--- src/rtl/alarm_time_counter.sv ---
// Time-of-day counter with built-in 1 Hz prescaler, 12/24-hour display decode
// and a single alarm with snooze and ring timeout. Time is held as 24-hour hh:mm:ss.
module alarm_time_counter #(
  parameter int TICKS_PER_SEC    = 1000,
  parameter int SNOOZE_MIN       = 5,
  parameter int RING_TIMEOUT_SEC = 60
) (
  input  logic       clk,
  input  logic       reset_n,
  input  logic       run,
  input  logic       mode_24h,
  input  logic       set_alarm,
  input  logic       inc_hour,
  input  logic       inc_min,
  input  logic       alarm_en,
  input  logic       snooze,
  input  logic       stop,
  output logic [4:0] hours_out,
  output logic [5:0] minutes_out,
  output logic [5:0] seconds_out,
  output logic       pm_out,
  output logic       ringing,
  output logic       sec_tick
);

  localparam int PW         = (TICKS_PER_SEC > 1) ? $clog2(TICKS_PER_SEC) : 1;
  localparam int SNOOZE_SEC = SNOOZE_MIN * 60;
  localparam int SW         = $clog2(SNOOZE_SEC + 1);
  localparam int RW         = (RING_TIMEOUT_SEC > 1) ? $clog2(RING_TIMEOUT_SEC) : 1;
  localparam logic [PW-1:0] PRESC_MAX = PW'(TICKS_PER_SEC - 1);
  localparam logic [SW-1:0] SNOOZE_LOAD = SW'(SNOOZE_SEC);
  localparam logic [RW-1:0] RING_LAST = RW'(RING_TIMEOUT_SEC - 1);

  typedef enum logic [1:0] {ST_IDLE, ST_RINGING, ST_SNOOZE} state_t;

  logic [PW-1:0] r_presc;
  logic [4:0]    r_hour, r_al_hour;
  logic [5:0]    r_min, r_sec, r_al_min;
  logic          r_sec_tick;
  state_t        r_state;
  logic [RW-1:0] r_ring_cnt;
  logic [SW-1:0] r_snooze_cnt;

  logic          w_tick, w_time_inc_min, w_time_inc_hour, w_match;
  logic [4:0]    w_hour_t, w_hour_n;
  logic [5:0]    w_min_t, w_min_n, w_sec_t, w_sec_n;
  state_t        w_state_n;
  logic [RW-1:0] w_ring_cnt_n;
  logic [SW-1:0] w_snooze_cnt_n;
  logic [4:0]    w_src_hour;

  assign w_tick          = run && (r_presc == PRESC_MAX);
  assign w_time_inc_min  = inc_min && !set_alarm;
  assign w_time_inc_hour = inc_hour && !set_alarm;

  // Tick with carries first, then manual edits on top of the ticked value.
  always_comb begin
    // NOTE: every always_comb output gets a default first so no path leaves it unassigned (no latch).
    w_sec_t  = r_sec;
    w_min_t  = r_min;
    w_hour_t = r_hour;
    if (w_tick) begin
      if (r_sec == 6'd59) begin
        w_sec_t = '0;
        if (r_min == 6'd59) begin
          w_min_t  = '0;
          w_hour_t = (r_hour == 5'd23) ? 5'd0 : r_hour + 5'd1;
        end else begin
          w_min_t = r_min + 6'd1;
        end
      end else begin
        w_sec_t = r_sec + 6'd1;
      end
    end
    w_match  = w_tick && alarm_en && (w_hour_t == r_al_hour) &&
               (w_min_t == r_al_min) && (w_sec_t == 6'd0);
    w_sec_n  = w_time_inc_min ? 6'd0 : w_sec_t;
    w_min_n  = w_min_t;
    w_hour_n = w_hour_t;
    if (w_time_inc_min)
      w_min_n = (w_min_t == 6'd59) ? 6'd0 : w_min_t + 6'd1;
    if (w_time_inc_hour)
      w_hour_n = (w_hour_t == 5'd23) ? 5'd0 : w_hour_t + 5'd1;
  end

  // NOTE: sequential state uses non-blocking assignments so all registers update from pre-edge values.
  always_ff @(posedge clk or negedge reset_n) begin
    if (!reset_n) begin
      r_presc    <= '0;
      r_hour     <= '0;
      r_min      <= '0;
      r_sec      <= '0;
      r_al_hour  <= '0;
      r_al_min   <= '0;
      r_sec_tick <= 1'b0;
    end else begin
      r_sec_tick <= w_tick;
      r_hour     <= w_hour_n;
      r_min      <= w_min_n;
      r_sec      <= w_sec_n;
      if (w_time_inc_min)
        r_presc <= '0;
      else if (run)
        r_presc <= w_tick ? '0 : r_presc + 1'b1;
      if (set_alarm && inc_hour)
        r_al_hour <= (r_al_hour == 5'd23) ? 5'd0 : r_al_hour + 5'd1;
      if (set_alarm && inc_min)
        r_al_min <= (r_al_min == 6'd59) ? 6'd0 : r_al_min + 6'd1;
    end
  end

  // Alarm FSM: counters only move on ticks, so run=0 freezes them.
  always_comb begin
    w_state_n      = r_state;
    w_ring_cnt_n   = r_ring_cnt;
    w_snooze_cnt_n = r_snooze_cnt;
    if (!alarm_en) begin
      w_state_n = ST_IDLE;
    end else begin
      unique case (r_state)
        ST_IDLE: if (w_match) begin
          w_state_n    = ST_RINGING;
          w_ring_cnt_n = '0;
        end
        ST_RINGING: begin
          if (stop) begin
            w_state_n = ST_IDLE;
          end else if (snooze) begin
            w_state_n      = ST_SNOOZE;
            w_snooze_cnt_n = SNOOZE_LOAD;
          end else if (w_tick) begin
            if (r_ring_cnt == RING_LAST) w_state_n = ST_IDLE;
            else                         w_ring_cnt_n = r_ring_cnt + 1'b1;
          end
        end
        ST_SNOOZE: begin
          if (stop) begin
            w_state_n = ST_IDLE;
          end else if (w_tick) begin
            w_snooze_cnt_n = r_snooze_cnt - 1'b1;
            if (r_snooze_cnt <= SW'(1)) begin
              w_state_n      = ST_RINGING;
              w_ring_cnt_n   = '0;
              w_snooze_cnt_n = '0;
            end
          end
        end
        default: w_state_n = ST_IDLE;
      endcase
    end
  end

  always_ff @(posedge clk or negedge reset_n) begin
    if (!reset_n) begin
      r_state      <= ST_IDLE;
      r_ring_cnt   <= '0;
      r_snooze_cnt <= '0;
    end else begin
      r_state      <= w_state_n;
      r_ring_cnt   <= w_ring_cnt_n;
      r_snooze_cnt <= w_snooze_cnt_n;
    end
  end

  assign ringing  = (r_state == ST_RINGING);
  assign sec_tick = r_sec_tick;

  always_comb begin
    w_src_hour  = set_alarm ? r_al_hour : r_hour;
    minutes_out = set_alarm ? r_al_min : r_min;
    seconds_out = set_alarm ? 6'd0 : r_sec;
    hours_out   = w_src_hour;
    pm_out      = 1'b0;
    if (!mode_24h) begin
      if (w_src_hour == 5'd0) begin
        hours_out = 5'd12;
      end else if (w_src_hour >= 5'd12) begin
        pm_out = 1'b1;
        if (w_src_hour > 5'd12) hours_out = w_src_hour - 5'd12;
      end
    end
  end

endmodule

--- config.mk ---
export PLATFORM = sky130hd
export DESIGN_NAME = alarm_time_counter
export DESIGN_NICKNAME = d
export VERILOG_FILES = /design/src/rtl/alarm_time_counter.sv
export SDC_FILE = /design/constraint.sdc
export NUM_CORES = 1
export LEC_CHECK = 0
export BUFFER_PORTS_ARGS = -buffer_cell sky130_fd_sc_hd__buf_2
export CAP_MARGIN = 0
export CORE_AREA = 2 2 100 102
export CTS_CLUSTER_DIAMETER = 40
export DETAILED_ROUTE_END_ITERATION = 10
export DIE_AREA = 0 0 102 104
export MAX_ROUTING_LAYER = met4
export PLACE_DENSITY = 0.69
export SYNTH_ARGS = -nofsm -noshare
export SYNTH_HDL_FRONTEND = slang
export SYNTH_SLANG_ARGS = --single-unit
--- constraint.sdc ---
create_clock -name clk -period 9.6 [get_ports clk]
set_input_delay 1.92 -clock clk [delete_from_list [all_inputs] [get_ports clk]]
set_output_delay 1.92 -clock clk [all_outputs]
set_load 0.02 [all_outputs]
==> reports/results.ini <==
[run_status]
status=finished, final reports clean

[place]
place_ws_ps=3920
hpwlAfterDp_um=7055
port_buffers=29
finalWeightedCongestion=0.9228

[clock_network]
cts_hold_buf=0
clkTransAtPathRegs_ps=110
insertion_delay_ps=330
ctsResizeCount=0
clock-sinks=56
cts_buffer_depth=2
postCtsSetupBuffers=0
h-tree-depth=2
root_buffer=clkbuf_8
cts_tree=yes
cts_buffers=5

[sta]
tightestPinTransition_ps=912.6
setup_slack_ps=3921
fin_skew_ps=15.06
slew_headroom=0.3893
hold_slack_ps=512.7
rsz0062_at_grt=no
drv_slew=0
hold_viol_final=0
setup_violations=0
fmax_ghz=0.1761
post-route-period-util=0.5916
tns_ps=0
min_period_ps=5679

[pwr]
total_power_uw=878.2
powerDensity_mw_per_mm2=197.8
power.leakage_nw=1.920
vdd_drop_max_mv=0.06682

[routing]
num_vias=3898
route.detailed.drc=0
dr.pass1.iters=5
wl_per_cell_um=14.83
antenna_left=0
routed_wl_um=9830
drt_iter0_markers=277
vias_per_cell=5.879

[job]
cap_violations=0

[floorplan]
core_mm2=0.009549
start_util=0.4311
rows=36
die_area_mm2=0.01061
die_x_um=102
die_h_um=104
io_pins=30

[synth]
synth_seq_cells=56
synth_cell_type_count=59
netlist_instances=515
async_flop_share=1.000
synth_area_per_cell_um2=7.993
seq_area_frac_synth=0.3404
syn_nets=538
synthFlopType=dfrtp_1
synth_edf_count=0
synth_area_mm2=0.004116
yosys_warnings=0

[final_layout]
syn_to_final_growth_pct=7.872
diodes=0
drive_gt1_frac=0.1170
final_nets=552
final_common_cell=nand2_1
mostFrequentLayoutCells=nand2_1 (59), dfrtp_1 (56), nor2_1 (46)

[global_routing]
grt_pass1_wl_um=16460
grt_usage=0.1931
grt_pass1_vias=3516
grt.overflow.total=0
grt_max_degree=57
antenna_found_initial=0

[setup_path]
start_kind=input pin
crit_type=input pin to primary output
crit_buf_inv=3
crit_path_end_kind=primary output
cp.arrival_ps=3760
cp_common_cell=buf_2
cpMaxStageDelayCell=buf_2
critPathTopFamily=buffers and inverters
startpoint=set_alarm
path_cells=buf_2 > mux2i_1 > inv_1 > ha_1 > nand2_1 > nand3_1 > a211oi_1 > nor2_1 > buf_2
r2r_start=r_sec[2]$_DFF_PN0_
required_ps=7680
worst_path_largest_cell_delay_ps=430
critPathMaxFanout=28

[worst_hold_path]
min_from=r_ring_cnt[4]$_DFFE_PN0P_
min_path_type=register to register

Yosys cell counts, types with 2 or more instances:
| cell type | count | area [um^2] |
|---|---|---|
| clkbuf_1 | 17 | 63.81 |
| nor2_1 | 46 | 172.7 |
| o21a_1 | 6 | 45.04 |
| and2_0 | 2 | 12.51 |
| mux2i_1 | 6 | 60.06 |
| and2_1 | 3 | 18.77 |
| nor4_1 | 4 | 25.02 |
| ha_1 | 13 | 162.7 |
| o31ai_1 | 8 | 60.06 |
| dfrtp_1 | 56 | 1401 |
| xor2_1 | 5 | 43.79 |
| a2111oi_2 | 2 | 30.03 |
| buf_1 | 3 | 11.26 |
| mux2_2 | 14 | 157.7 |
| a22oi_1 | 2 | 15.01 |
| o22ai_1 | 4 | 25.02 |
| o311ai_0 | 2 | 17.52 |
| nand2b_1 | 8 | 50.05 |
| nor2b_1 | 15 | 93.84 |
| a211oi_1 | 3 | 22.52 |
| or3_1 | 7 | 43.79 |
| nand2_1 | 59 | 221.5 |
| a21boi_0 | 3 | 22.52 |
| inv_1 | 21 | 78.83 |
| xnor2_1 | 10 | 87.58 |
| a41oi_1 | 3 | 26.28 |
| a31oi_1 | 5 | 31.28 |
| a21o_1 | 3 | 22.52 |
| buf_2 | 4 | 20.02 |
| nand3_1 | 25 | 125.1 |
| and3_1 | 7 | 43.79 |
| a21oi_1 | 43 | 215.2 |
| a311oi_1 | 2 | 17.52 |
| nand4_1 | 14 | 87.58 |
| nand3b_1 | 3 | 22.52 |
| nor3_1 | 16 | 80.08 |
| o21ai_0 | 45 | 225.2 |
| or4_1 | 5 | 37.54 |
state kept, by name (all words and copies together), names as in the netlist, 2 cells and up:
signal and cells:
r_al_min 6, r_hour 5, r_presc 10, r_snooze_cnt 9
r_min 6, r_state 2, r_sec 6, r_al_hour 5
r_ring_cnt 6
per-layer routing:
metal	vias to the layer above	GRT usage	part of all wire
met5	-	-	0
met4	0	0.04952	0.013
met3	12	0.03226	0.058
met2	117	0.3017	0.48
met1	1866	0.2604	0.45
li1	1903	-	-
area by class of cell:
cell class	count	area [um^2]
Multi-Input combinational cell	413	2536
Inverter	22	83.83
Fill cell	959	5109
Tap cell	133	166.4
Timing Repair Buffer	31	160.2
Clock buffer	6	82.58
Clock inverter	2	10.01
Sequential cell	56	1401
path summary, 6_finish.rpt:
kind / to / slack, ps / cells after the start
min in group asynchronous: r_min[5]$_DFF_PN0_ / 1720 / 2
max reg2reg: r_ring_cnt[5]$_DFFE_PN0P_ / 5610 / 9
max: hours_out[3] / 3920 / 9
max in group asynchronous: r_presc[3]$_DFFE_PN0P_ / 7400 / 2
min: r_ring_cnt[4]$_DFFE_PN0P_ / 510 / 1
min reg2reg: r_ring_cnt[4]$_DFFE_PN0P_ / 510 / 1
power breakdown:
group          switching [mW]  internal (mW)
clock network          0.0823         0.0579
logic                   0.215          0.157
registers              0.0905          0.276
total                   0.388          0.490
cell families after synthesis:
family | share of synthesized area
buf+inv | 0.04346
mux | 0.05289
simple gates | 0.2736
fa+ha+maj | 0.03951
compound gates | 0.2182
xor+xnor | 0.03191
flops | 0.3404
per-stage QoR:
stage	instances	util	area (um^2)
global placement	655	0.4553	4348
finish	663	0.4650	4441
floorplan	515	-	4116
CTS	663	0.4650	4441
detailed placement	655	0.4553	4348
global route	663	0.4650	4441
worst register-to-register path, delay by kind of cell, from the launching register on:
| family | cells | cell delay (ps) |
|---|---|---|
| compound gates | 3 | 990 |
| xor+xnor | 1 | 160 |
| flops | 1 | 460 |
| simple gates | 5 | 2350 |
(Power assumes the default switching activity.)
